<file path="src/rtl/pifdefs.sv">
// pifdefs: shared address map and constants for the PIF register block.
// Holds write/read register addresses, read sub-addresses under R_ID,
// the ID byte, reset LED pattern and bus widths used by pifregs.
package pifdefs;

   // Bus widths (upper index of address fields, data width)
   localparam int unsigned TXA           = 3;
   localparam int unsigned TXSUBA        = 3;
   localparam int unsigned I2C_DATA_BITS = 6;

   // Register addresses decoded on XI_PRWA
   localparam logic [TXA:0] W_SCRATCH_REG = 4'h1;
   localparam logic [TXA:0] W_MISC_REG    = 4'h2;
   localparam logic [TXA:0] W_GP_IDX      = 4'h3;
   localparam logic [TXA:0] W_GP_DATA     = 4'h4;
   localparam logic [TXA:0] R_ID          = 4'h8;

   // Read sub-addresses under R_ID
   localparam logic [TXSUBA:0] R_ID_ID      = 4'd0;
   localparam logic [TXSUBA:0] R_ID_SCRATCH = 4'd1;
   localparam logic [TXSUBA:0] R_ID_MISC    = 4'd2;
   localparam logic [TXSUBA:0] R_ID_EVT     = 4'd3;
   localparam logic [TXSUBA:0] R_ID_GP_BASE = 4'd4;

   // Constant identification byte and misc reset pattern
   localparam logic [7:0] ID              = 8'hA5;
   localparam logic [1:0] LED_ALTERNATING = 2'b10;

endpackage

</file>
<file path="src/rtl/pif_evt_sticky.sv">
// pif_evt_sticky: per-bit sticky event latch with masked clear.
// Ports:
//   xclk     - clock
//   sys_rst  - asynchronous active-low reset
//   evt_in   - event pulses, one bit per event
//   clr_mask - bits to clear this cycle
//   sticky   - latched event bits
module pif_evt_sticky #(
   parameter int unsigned NUM_EVT = 4
) (
   input  logic               xclk,
   input  logic               sys_rst,
   input  logic [NUM_EVT-1:0] evt_in,
   input  logic [NUM_EVT-1:0] clr_mask,
   output logic [NUM_EVT-1:0] sticky
);

   // A new event in the clearing cycle survives: set has priority.
   always_ff @(posedge xclk or negedge sys_rst) begin
      if (!sys_rst) sticky <= '0;
      else          sticky <= (sticky & ~clr_mask) | evt_in;
   end

endmodule

</file>
<file path="src/rtl/pifregs.sv">
// pifregs: PIF register block with scratch, misc, indexed GP registers,
// sticky events and a 4-stage registered readback pipeline.
// Ports:
//   xclk           - clock
//   sys_rst        - asynchronous active-low reset
//   XI_PWr         - write strobe
//   XI_PRWA        - read/write register address
//   XI_PRdFinished - end-of-read pulse (clears snapshotted events)
//   XI_PRdSubA     - read sub-address under R_ID
//   XI_PD          - write data
//   EvtIn          - event pulses
//   XO             - readback byte
//   MiscReg        - registered misc register
//   GpRegs         - flattened GP registers, GP[i] at [6i+5:6i]
//   EvtIrq         - registered OR of sticky events
module pifregs
   import pifdefs::*;
#(
   parameter int unsigned NUM_REGS = 4,
   parameter int unsigned NUM_EVT  = 4
) (
   input  logic                     xclk,
   input  logic                     sys_rst,
   input  logic                     XI_PWr,
   input  logic [TXA:0]             XI_PRWA,
   input  logic                     XI_PRdFinished,
   input  logic [TXSUBA:0]          XI_PRdSubA,
   input  logic [I2C_DATA_BITS-1:0] XI_PD,
   input  logic [NUM_EVT-1:0]       EvtIn,
   output logic [7:0]               XO,
   output logic [1:0]               MiscReg,
   output logic [NUM_REGS*6-1:0]    GpRegs,
   output logic                     EvtIrq
);

   localparam int unsigned IDXW = (NUM_REGS > 1) ? $clog2(NUM_REGS) : 1;

   logic [5:0]         scratch;
   logic [1:0]         misc;
   logic [5:0]         gp [NUM_REGS];
   logic [IDXW-1:0]    gp_idx;
   logic [NUM_EVT-1:0] sticky;
   logic [NUM_EVT-1:0] clr_mask;

   // Read pipeline state
   logic [TXSUBA:0]    sub1;
   logic               hit1;
   logic [5:0]         scratch1;
   logic [1:0]         misc1;
   logic [NUM_EVT-1:0] sticky1;
   logic [5:0]         gp1 [NUM_REGS];
   logic [7:0]         sel;
   logic [7:0]         byte2;
   logic               hit2;
   logic [7:0]         byte3;

   // Register writes
   always_ff @(posedge xclk or negedge sys_rst) begin
      if (!sys_rst) begin
         scratch <= 6'h15;
         misc    <= LED_ALTERNATING;
         gp_idx  <= '0;
         for (int unsigned i = 0; i < NUM_REGS; i++) gp[i] <= '0;
      end else if (XI_PWr) begin
         case (XI_PRWA)
            W_SCRATCH_REG: scratch <= XI_PD;
            W_MISC_REG:    misc    <= XI_PD[1:0];
            W_GP_IDX:      gp_idx  <= IDXW'(32'(XI_PD) % NUM_REGS);
            W_GP_DATA: begin
               gp[gp_idx] <= XI_PD;
               gp_idx     <= (gp_idx == IDXW'(NUM_REGS - 1)) ? '0 : gp_idx + 1'b1;
            end
            default: ;
         endcase
      end
   end

   // Only events visible in the S1 snapshot are cleared, so an event that
   // arrives after the snapshot is not lost by the read that ends now.
   always_comb begin
      clr_mask = '0;
      if (XI_PRdFinished && (XI_PRWA == R_ID) && (XI_PRdSubA == R_ID_EVT))
         clr_mask = sticky1;
   end

   pif_evt_sticky #(.NUM_EVT(NUM_EVT)) u_sticky (
      .xclk     (xclk),
      .sys_rst  (sys_rst),
      .evt_in   (EvtIn),
      .clr_mask (clr_mask),
      .sticky   (sticky)
   );

   // S2 byte select from the S1 snapshot
   always_comb begin
      int unsigned sub_i;
      sub_i = 32'(sub1);
      sel   = {4'h6, sub1[3:0]};
      if (sub1 == R_ID_ID)           sel = ID;
      else if (sub1 == R_ID_SCRATCH) sel = {2'b01, scratch1};
      else if (sub1 == R_ID_MISC)    sel = {4'h5, 2'b00, misc1};
      else if (sub1 == R_ID_EVT)     sel = {2'b11, 6'(sticky1)};
      else if (sub_i >= 32'(R_ID_GP_BASE) && sub_i < 32'(R_ID_GP_BASE) + NUM_REGS)
         sel = {2'b10, gp1[IDXW'(sub_i - 32'(R_ID_GP_BASE))]};
   end

   // S1..S4 pipeline, plus the one-cycle output registers
   always_ff @(posedge xclk or negedge sys_rst) begin
      if (!sys_rst) begin
         sub1     <= '0;
         hit1     <= 1'b0;
         scratch1 <= '0;
         misc1    <= '0;
         sticky1  <= '0;
         for (int unsigned i = 0; i < NUM_REGS; i++) gp1[i] <= '0;
         byte2    <= '0;
         hit2     <= 1'b0;
         byte3    <= '0;
         XO       <= '0;
         MiscReg  <= '0;
         EvtIrq   <= 1'b0;
      end else begin
         sub1     <= XI_PRdSubA;
         hit1     <= (XI_PRWA == R_ID);
         scratch1 <= scratch;
         misc1    <= misc;
         sticky1  <= sticky;
         for (int unsigned i = 0; i < NUM_REGS; i++) gp1[i] <= gp[i];
         byte2    <= sel;
         hit2     <= hit1;
         byte3    <= hit2 ? byte2 : 8'h00;
         XO       <= byte3;
         MiscReg  <= misc;
         EvtIrq   <= |sticky;
      end
   end

   always_comb begin
      GpRegs = '0;
      for (int unsigned i = 0; i < NUM_REGS; i++) GpRegs[6*i +: 6] = gp[i];
   end

endmodule

</file>
<file path="config.mk">
export PLATFORM = sky130hd
export DESIGN_NAME = pifregs
export DESIGN_NICKNAME = d
export VERILOG_FILES = /design/src/rtl/pifdefs.sv /design/src/rtl/pif_evt_sticky.sv /design/src/rtl/pifregs.sv
export SDC_FILE = /design/constraint.sdc
export NUM_CORES = 1
export LEC_CHECK = 0
export CAP_MARGIN = 40
export CORE_AREA = 2 2 104 106
export DETAILED_ROUTE_END_ITERATION = 10
export DIE_AREA = 0 0 106 108
export HOLD_SLACK_MARGIN = 0.05
export REMOVE_ABC_BUFFERS = 1
export SYNTH_ARGS = -nofsm -noshare
export SYNTH_HDL_FRONTEND = slang
export SYNTH_HIERARCHICAL = 1
export SYNTH_SLANG_ARGS = --single-unit
</file>
<file path="constraint.sdc">
create_clock -name xclk -period 2.45 [get_ports xclk]
set_input_delay 0.3675 -clock xclk [delete_from_list [all_inputs] [get_ports xclk]]
set_output_delay 0.3675 -clock xclk [all_outputs]
set_load 0.02 [all_outputs]
</file>
==> results.md <==
* Outcome: completed
* Vias in the first global route at 2148
* Layout cells sized above 1 at 20.4%
* Final std cells w/o fill at 459
* I/O pin count at 57
* Hold Path Depth at 0
* Synthesized instance count at 253
* Yosys Warn Count at 6
* CP Max Fanout at 19
* Antenna Cells at 0
* Largest family of logic cells by synthesized area: multiplexers
* Most frequent cells in the layout: dfrtp_1, clkdlybuf4s50_1, mux2_4
* Iteration-0 DRC Markers at 91
* Startpoint types: flip-flop
* Critical path type: flip-flop to flip-flop
* Top cell type's share of synthesized area at 65.4%
* Worst skew pair latency at 0.36 ns
* # port buffers at 56
* Slew Limit Fails at 0
* Setup WS post-layout at 0.589 ns
* Reg2reg end: byte2[0]
* Area of the die at 11400 um2
* Max_slew headroom at 51.8%
* CTS Hold Bufs at 1
* Top post-synthesis cells by area: dfrtp_1, mux2_4, dfstp_2
* Most common cell after layout, fill and taps aside: dfrtp_1
* Largest net degree at the start of global routing at 39
* Via count at 2079
* Maximum operating frequency at 0.537 GHz
* Flops & latches, synth at 105
* Adder-cell share of the synthesized area at 1.29%
* Synth Cell Area at 3870 um2
* CTS Root Cell: clkbuf_8
* Max Cap Violations at 0
* RR Startpoint: sub1[0]
* Clock skew at 0.0113 ns
* Area leader, netlist: dfrtp_1
* Post-Place Cell Area at 4600 um2
* Remaining antenna violation count at 0
* Finish-stage setup viols at 0
* Routability cong. at 0.730
* Synth Area in Simple Gates at 8.41%
* Async S/R FF share, synth at 100%
* Site Rows at 37
* H-Tree Level Count at 3
* First-pass GRT wire length at 11300 um
* Post-synthesis mux area share at 15.0%
* FF-to-FF setup slack at 0.59 ns
* CTS buffer count at 9
* Post-DP HPWL at 4960 um
* Initial Util at 37.8%
* CTS max path bufs at 2
* Crit end category: flip-flop
* Worst Setup SP: sub1[0]
* Crit path DAT at 2.10 ns
* Syn Area/Cell at 15.3 um2
* Num Clock Sinks at 105
* Final core utilization at 46.9%
* Placed Cells at 442
* Die Y-Extent at 108 um
* Total wire length at 6890 um
* Setup_tns at 0 ns
* Post-route DRC at 0
* Netlist cell types at 38
* DR pass1 iterations at 4
* Post-CTS Setup Bufs at 0
* Top FF cell, synth: dfrtp_1
* Compound-Gate Fraction of Synth Area at 5.15%
* Tcrit/Tclk final at 76.0%
* PD cells at 819 nW/um2
* XOR/XNOR share of the synthesized area at 0%
* Core area at 10200 um2
* Clock Pin Slew Worst Setup and Hold Paths at 0.10 ns
* EDFF count, synth at 0
* Final nets at 344
* Final hold violation count at 0
* Area Overhead vs Synth at 24.1%
* Worst hold start: byte3[3]
* CP Data Required Time at 2.69 ns
* Seq/Total Area, Yosys at 68.1%
* Pleak at 2.29 nW
* Drt via density at 4.53
* GRT Total Usage at 13.2%
* CTS tree: built
* Initial antenna violation count at 0
* Finished Cell Area at 4800 um2
* Die X at 106 um
* Place WS at 0.243 ns
* Cts repair resizes at 0
* HP Class: flip-flop to flip-flop
* Measured slew at the worst slew-check pin at 0.723 ns
* Worst Setup EP: byte2[0]
* Worst vdd ir at 0.000353 V
* RSZ-0062 raised after global routing: no
* Worst reg2reg path depth at 4
* Routed len/inst at 15.0 um
* Period minus WS final at 1.86 ns
* GR Overflow Total at 0
[cell usage after synthesis (all sizes together), types with 4 or more instances]
library cell and number:
dfrtp 101, mux2 33, nor2 17, inv 14, o21ai 9, and2 8
nand2 8, a21o 6, a21oi 5, mux2i 5, nand3 5, buf 4
dfstp 4, ha 4, nand2b 4
[per-layer routing]
metal / share of wire, % / track usage, %
met2: 47 / 20.5
met3: 3.9 / 3.98
met5: 0 / 0
met4: 1.2 / 4.14
met1: 48 / 18.0
[critical path, stage by stage, from the launching register on]
cell and delay (ns):
dfrtp_1 0.82, inv_1 0.27, nor2_1 0.29, o21ai_0 0.14, a32o_1 0.23
[logic make-up after synthesis]
family                   Yosys count
flip-flops                       105
multiplexers                      41
AND/OR/NAND/NOR                   53
AO/OA/AOI/OAI                     30
adder cells (fa/ha/maj)            4
buffers and inverters             20
[registers in the layout (all words and copies together), names as in the netlist, 4 cells and up]
signal and flops:
GpRegs 24, XO 8, byte2 8, byte3 8, gp1 24, scratch 6
scratch1 6, sticky1 4, sub1 4, u_sticky/sticky 4
[power by group]
group / switching [mW] / internal (mW)
sequential: 0.169 / 2.02
clock: 0.599 / 0.389
combinational: 0.327 / 0.430
[per-stage QoR]
stage | hold WS, ns | total power, mW
after detailed placement | 0.334 | 2.99
final | 0.352 | 3.93
after global routing | 0.367 | 4.13
after floorplan | 0.0719 | 2.59
after global placement | 0.331 | 2.97
after CTS | 0.360 | 3.99
[cell type report]
cell class	count	area [um2]
clock buffer	9	124
timing repair buffer	60	603
inverter	14	52.6
clock inverter	7	61.3
multi-input combinational	128	1150
fill	928	5430
sequential	105	2630
tap	136	170
[how the worst min path moves through the flow]
stage | end | slack [ns]
global route | XO[2] | 0.37
floorplan | EvtIrq | 0.07
CTS | XO[2] | 0.36
detailed placement | byte3[6] | 0.33
finish | XO[3] | 0.35
global placement | byte3[6] | 0.33
Note: power is estimated with default switching activity, not from simulation.
